<file path="src/rtl/sram_like_axi_bridge.sv">
`default_nettype none
// ============================================================================
// Module   : sram_like_axi_bridge
// Purpose  : SRAM-like data port to single-beat AXI3 read/write bridge,
//            one transaction outstanding. Optional macro: AXI_BRIDGE_ERR_EN.
// Revision : 1.0
// ============================================================================
module sram_like_axi_bridge (
    input  logic        clk,
    input  logic        rst,
    // SRAM-like side
    input  logic        req,
    input  logic        wr,
    input  logic [3:0]  select,
    input  logic [31:0] addr,
    input  logic [31:0] wdata,
    output logic        addr_ok,
    output logic        data_ok,
    output logic [31:0] rdata,
    // AXI read address
    output logic [3:0]  arid,
    output logic [3:0]  arlen,
    output logic [2:0]  arsize,
    output logic [1:0]  arburst,
    output logic [1:0]  arlock,
    output logic [3:0]  arcache,
    output logic [2:0]  arprot,
    output logic [31:0] araddr,
    output logic        arvalid,
    input  logic        arready,
    // AXI read data
    input  logic [3:0]  rid,
    input  logic [31:0] rdata_axi,
    input  logic [1:0]  rresp,
    input  logic        rlast,
    input  logic        rvalid,
    output logic        rready,
    // AXI write address
    output logic [3:0]  awid,
    output logic [3:0]  awlen,
    output logic [2:0]  awsize,
    output logic [1:0]  awburst,
    output logic [1:0]  awlock,
    output logic [3:0]  awcache,
    output logic [2:0]  awprot,
    output logic [31:0] awaddr,
    output logic        awvalid,
    input  logic        awready,
    // AXI write data
    output logic [3:0]  wid,
    output logic [31:0] wdata_axi,
    output logic [3:0]  wstrb,
    output logic        wlast,
    output logic        wvalid,
    input  logic        wready,
    // AXI write response
    input  logic [3:0]  bid,
    input  logic [1:0]  bresp,
    input  logic        bvalid,
    output logic        bready
`ifdef AXI_BRIDGE_ERR_EN
    ,
    output logic        bus_err
`endif
);

    localparam logic [2:0] IDLE   = 3'd0;
    localparam logic [2:0] RD_AR  = 3'd1;
    localparam logic [2:0] RD_R   = 3'd2;
    localparam logic [2:0] WR_REQ = 3'd3;
    localparam logic [2:0] WR_B   = 3'd4;

    logic [2:0]  state_q,   state_d;
    logic [3:0]  select_q,  select_d;
    logic [31:0] addr_q,    addr_d;
    logic [31:0] wdata_q,   wdata_d;
    logic [31:0] rdata_q,   rdata_d;
    logic        data_ok_q, data_ok_d;
    logic        aw_done_q, aw_done_d;
    logic        w_done_q,  w_done_d;
    logic        bus_err_q, bus_err_d;

    logic        w_aw_hs;
    logic        w_w_hs;
    logic [2:0]  w_size;

    // Transfer size decoded from the latched byte enables
    always_comb begin
        w_size = 3'd2;
        case (select_q)
            4'b1111:                            w_size = 3'd2;
            4'b0011, 4'b1100:                   w_size = 3'd1;
            4'b0001, 4'b0010, 4'b0100, 4'b1000: w_size = 3'd0;
            default:                            w_size = 3'd2;
        endcase
    end

    assign addr_ok   = rst && (state_q == IDLE) && req;
    assign data_ok   = data_ok_q;
    assign rdata     = rdata_q;

    assign arid      = 4'b0000;
    assign arlen     = 4'b0000;
    assign arsize    = w_size;
    assign arburst   = 2'b01;
    assign arlock    = 2'b00;
    assign arcache   = 4'b0000;
    assign arprot    = 3'b000;
    assign araddr    = addr_q;
    assign arvalid   = (state_q == RD_AR);
    assign rready    = (state_q == RD_R);

    assign awid      = 4'b0000;
    assign awlen     = 4'b0000;
    assign awsize    = w_size;
    assign awburst   = 2'b01;
    assign awlock    = 2'b00;
    assign awcache   = 4'b0000;
    assign awprot    = 3'b000;
    assign awaddr    = addr_q;
    assign awvalid   = (state_q == WR_REQ) && !aw_done_q;

    assign wid       = 4'b0000;
    assign wdata_axi = wdata_q;
    assign wstrb     = select_q;
    assign wlast     = 1'b1;
    assign wvalid    = (state_q == WR_REQ) && !w_done_q;
    assign bready    = (state_q == WR_B);

    assign w_aw_hs   = awvalid && awready;
    assign w_w_hs    = wvalid && wready;

    always_comb begin
        state_d   = state_q;
        select_d  = select_q;
        addr_d    = addr_q;
        wdata_d   = wdata_q;
        rdata_d   = rdata_q;
        data_ok_d = 1'b0;
        aw_done_d = aw_done_q;
        w_done_d  = w_done_q;
        bus_err_d = 1'b0;
        case (state_q)
            IDLE: begin
                aw_done_d = 1'b0;
                w_done_d  = 1'b0;
                if (req) begin
                    select_d = select;
                    addr_d   = addr;
                    wdata_d  = wdata;
                    state_d  = wr ? WR_REQ : RD_AR;
                end
            end
            RD_AR: begin
                if (arready) state_d = RD_R;
            end
            RD_R: begin
                if (rvalid) begin
                    rdata_d   = rdata_axi;
                    data_ok_d = 1'b1;
                    bus_err_d = (rresp != 2'b00);
                    state_d   = IDLE;
                end
            end
            WR_REQ: begin
                // Address and data channels complete independently, in any order
                if (w_aw_hs) aw_done_d = 1'b1;
                if (w_w_hs)  w_done_d  = 1'b1;
                if ((aw_done_q || w_aw_hs) && (w_done_q || w_w_hs)) begin
                    state_d   = WR_B;
                    aw_done_d = 1'b0;
                    w_done_d  = 1'b0;
                end
            end
            WR_B: begin
                if (bvalid) begin
                    data_ok_d = 1'b1;
                    bus_err_d = (bresp != 2'b00);
                    state_d   = IDLE;
                end
            end
            default: state_d = IDLE;
        endcase
    end

    always_ff @(posedge clk or negedge rst) begin
        if (!rst) begin
            state_q   <= IDLE;
            select_q  <= 4'b0000;
            addr_q    <= 32'h0;
            wdata_q   <= 32'h0;
            rdata_q   <= 32'h0;
            data_ok_q <= 1'b0;
            aw_done_q <= 1'b0;
            w_done_q  <= 1'b0;
            bus_err_q <= 1'b0;
        end else begin
            state_q   <= state_d;
            select_q  <= select_d;
            addr_q    <= addr_d;
            wdata_q   <= wdata_d;
            rdata_q   <= rdata_d;
            data_ok_q <= data_ok_d;
            aw_done_q <= aw_done_d;
            w_done_q  <= w_done_d;
            bus_err_q <= bus_err_d;
        end
    end

`ifdef AXI_BRIDGE_ERR_EN
    assign bus_err = bus_err_q;
    logic unused_ok;
    assign unused_ok = &{1'b0, rid, rlast, bid};
`else
    logic unused_ok;
    assign unused_ok = &{1'b0, rid, rlast, bid, rresp, bresp, bus_err_q};
`endif

endmodule
`default_nettype wire

</file>
<file path="config.mk">
export PLATFORM = sky130hd
export DESIGN_NAME = sram_like_axi_bridge
export DESIGN_NICKNAME = d
export VERILOG_FILES = /design/src/rtl/sram_like_axi_bridge.sv
export SDC_FILE = /design/constraint.sdc
export NUM_CORES = 1
export LEC_CHECK = 0
export ABC_AREA = 0
export CAP_MARGIN = 20
export CORE_UTILIZATION = 25
export DETAILED_ROUTE_END_ITERATION = 8
export HOLD_SLACK_MARGIN = 0.05
export PLACE_DENSITY = 0.68
export SLEW_MARGIN = 20
export SYNTH_ARGS = -nofsm -noshare
export SYNTH_HDL_FRONTEND = slang
export SYNTH_SLANG_ARGS = --single-unit
</file>
<file path="constraint.sdc">
create_clock -name clk -period 2.25 [get_ports clk]
set_clock_uncertainty 0.1 [all_clocks]
set_input_delay 0.45 -clock clk [delete_from_list [all_inputs] [get_ports clk]]
set_output_delay 0.45 -clock clk [all_outputs]
set_load 0.1 [all_outputs]
</file>
==> metrics.yaml <==
logic_synthesis:
  syn_avg_cell_area_um2: 14.1
  synth.top_cell.area_share_pct: 55.0
  synth.top_cells.by_area: "dfrtp_1 55%, mux2_2 19%, buf_4 13%"
  ys_seq_area_share_pct: 55.0
  synth-seq-cells: 106
  synth_cell_types: 31
  yosysTopAreaCell: "dfrtp_1"
  yosys_warnings: 0
  syn_area_mm2: 0.00482
  syn_inst: 341
global_routing:
  antenna_found_initial: 0
  grt_pass1_vias: 3334
  grt_max_degree: 107
  grt_overflow: 0
  grt.total_usage_pct: 11.4
  grt_pass1_wl_um: 17500
detailed_routing:
  dr.pass1.iters: 3
  top_layer_used: "met4"
  ant_nets: 0
  wl_met2_um: 5430
  routedLengthMet1_um: 4550
  met3_length_um: 1000
  wl_um: 11200
  drc: 0
  dr.first_iter.drc_count: 47
  via_per_inst: 3.87
  avgRoutedWirePerCell_um: 13.4
  via_count: 3222
cts:
  htree_levels: 3
  cts_made_buffers: 9
  cts.clk_slew.worst_paths_ns: 0.08
  root_buffer: "clkbuf_16"
  cts_buffer_depth: 2
  clock_latency_ns: 0.35
  cts_sinks: 106
  cts_tree: "yes"
worst_setup_path:
  reg2reg_depth: 6
  path_class: "flop to output pin"
  critPathMaxFanout: 8
  arrival_ns: 1.64
  worst_setup_path_end_kind: "output pin"
  startpoint_type: "flop"
  r2r-end: "araddr[19]"
  r2r_setup_slack_ns: 0.30
  cp.required_ns: 1.70
  r2r-start: "state_q[0]"
floorplan:
  initial_core_util_pct: 25.6
  num_rows: 50
  core_area_mm2: 0.0188
  ios: 310
  die_area_mm2: 0.0198
  die_h_um: 141
  die_x_um: 141
run_status:
  status: "completed"
cells_and_area:
  sequential_cell_area_mm2: 0.00266
  syn_to_final_growth_pct: 55.5
  antenna_cells: 0
  fin_area_mm2: 0.00750
  multiInputGateArea_mm2: 0.00176
  layout.nets: 691
  utilization_pct: 39.8
  fillers: 1771
  drive_gt1_share_pct: 49.4
timing:
  layout_min_cycle_time_ns: 2.19
  maxSlewHeadroom_pct: 61.6
  fin_crit_sh_pct: 97.6
  rsz0062_at_grt: "no"
  setup_ws_ns: 0.0551
  clock.fmax_mhz: 456
  setup_viol: 0
  drv_slew: 0
  tightestPinTransition_ns: 0.577
  hold_violations: 0
placement:
  dp_slack_ns: 0.0630
  portBuffers: 251
  place_area_mm2: 0.00719
  dpl.hpwl_um: 8710
  routabilityCongestion: 0.715
worst_hold_path:
  hold_path_class: "input port to asynchronous set/reset pin"
flow_run:
  cap_violations: 0
## through the flow
step	hold WS, ns	TNS [ns]	std cells
2_1_floorplan	0.0544	-6.66	384
3_3_place_gp	0.372	0	816
3_5_place_dp	0.386	0	816
4_1_cts	0.134	0	831
5_1_grt	0.156	0	833
6_report	0.0848	0	833
## critical path, stage by stage (launching register included)
cell and delay (ns):
dfrtp_2 0.50, or3b_2 0.52, inv_2 0.11, buf_12 0.17
## cell type report
type	count	area share, %
repair buffers	267	32.6
flip-flops and latches	106	35.5
clock inverters	4	0.684
inverters	3	0.150
well taps	260	4.34
clock buffers	11	3.24
multi-input cells	182	23.5
## layer usage
| layer | GRT usage, % | vias up |
|---|---|---|
| li1 | - | 1488 |
| met1 | 13.2 | 1524 |
| met2 | 19.5 | 196 |
| met3 | 3.40 | 14 |
| met4 | 5.15 | 0 |
| met5 | 0 | - |
## cell usage after synthesis
| cell | instances |
|---|---|
| mux2i_1 | 1 |
| a32o_1 | 2 |
| o21ai_0 | 2 |
| inv_1 | 3 |
| or2_2 | 1 |
| conb_1 | 2 |
| clkbuf_1 | 1 |
| nand3_1 | 2 |
| nor2b_1 | 1 |
| and2_1 | 2 |
| mux2_1 | 9 |
| buf_2 | 1 |
| and3_1 | 1 |
| nor3_1 | 1 |
| mux2_4 | 10 |
| dfrtp_1 | 106 |
| buf_4 | 82 |
| o2bb2ai_1 | 2 |
| nor2_1 | 7 |
| nor3b_2 | 1 |
| nand2_1 | 2 |
| a22o_1 | 2 |
| a211o_1 | 1 |
| xnor2_1 | 1 |
| nor4b_4 | 1 |
| or3b_2 | 1 |
| o22ai_1 | 2 |
| mux2_2 | 81 |
| buf_6 | 9 |
| a21o_1 | 3 |
| a32oi_1 | 1 |
## sequential cells by signal, indices dropped and copies added, names as in the netlist
name / flops
araddr: 32
rdata: 32
wdata_axi: 32
wstrb: 4
state_q: 3
aw_done_q: 1
data_ok: 1
w_done_q: 1
## cell usage in the layout (no fill, tap or decap), types with 2 or more instances in the layout
master / synthesis / final
buf_4: 82 / 146
clkdlybuf4s50_1: 0 / 107
dfrtp_1: 106 / 101
mux2_2: 81 / 49
conb_1: 2 / 45
mux2_4: 10 / 42
buf_12: 0 / 14
mux2_1: 9 / 9
clkbuf_16: 0 / 9
nor2_1: 7 / 5
dfrtp_2: 0 / 5
a21o_1: 3 / 3
nor2_2: 0 / 2
nand3_1: 2 / 2
inv_1: 3 / 2
o2bb2ai_1: 2 / 2
o22ai_1: 2 / 2
a32o_1: 2 / 2
o21ai_0: 2 / 2
a22o_1: 2 / 2
## cell families (layout without fill, tap and decap cells)
family / after synthesis / count (layout) / synth area share, %
compound gates: 15 / 15 / 2.44
xor+xnor: 1 / 1 / 0.182
buf+inv: 96 / 285 / 15.3
flops: 106 / 106 / 55.0
mux: 101 / 101 / 24.3
other cells: 2 / 45 / 0.156
simple gates: 20 / 20 / 2.59
## worst max-delay path by stage
stage / startpoint / to / slack [ns]
floorplan: state_q[2] / awvalid / -0.39
detailed placement: req / araddr[30] / 0.06
global route: state_q[0] / addr_ok / 0.004
finish: state_q[2] / bready / 0.06
CTS: state_q[0] / addr_ok / 0.000005
global placement: req / wdata_axi[31] / 0.07
## timing repair
item,4_1_cts,5_1_grt
setup buffers,0,2
setup endpoints to repair,4,1
hold buffers,0,0
pin swaps,0,1
resized for setup,4,0
Power is left out: the tool's default activity adds up to more than one toggle a clock period on the data nets, which glitch-free logic cannot reach.
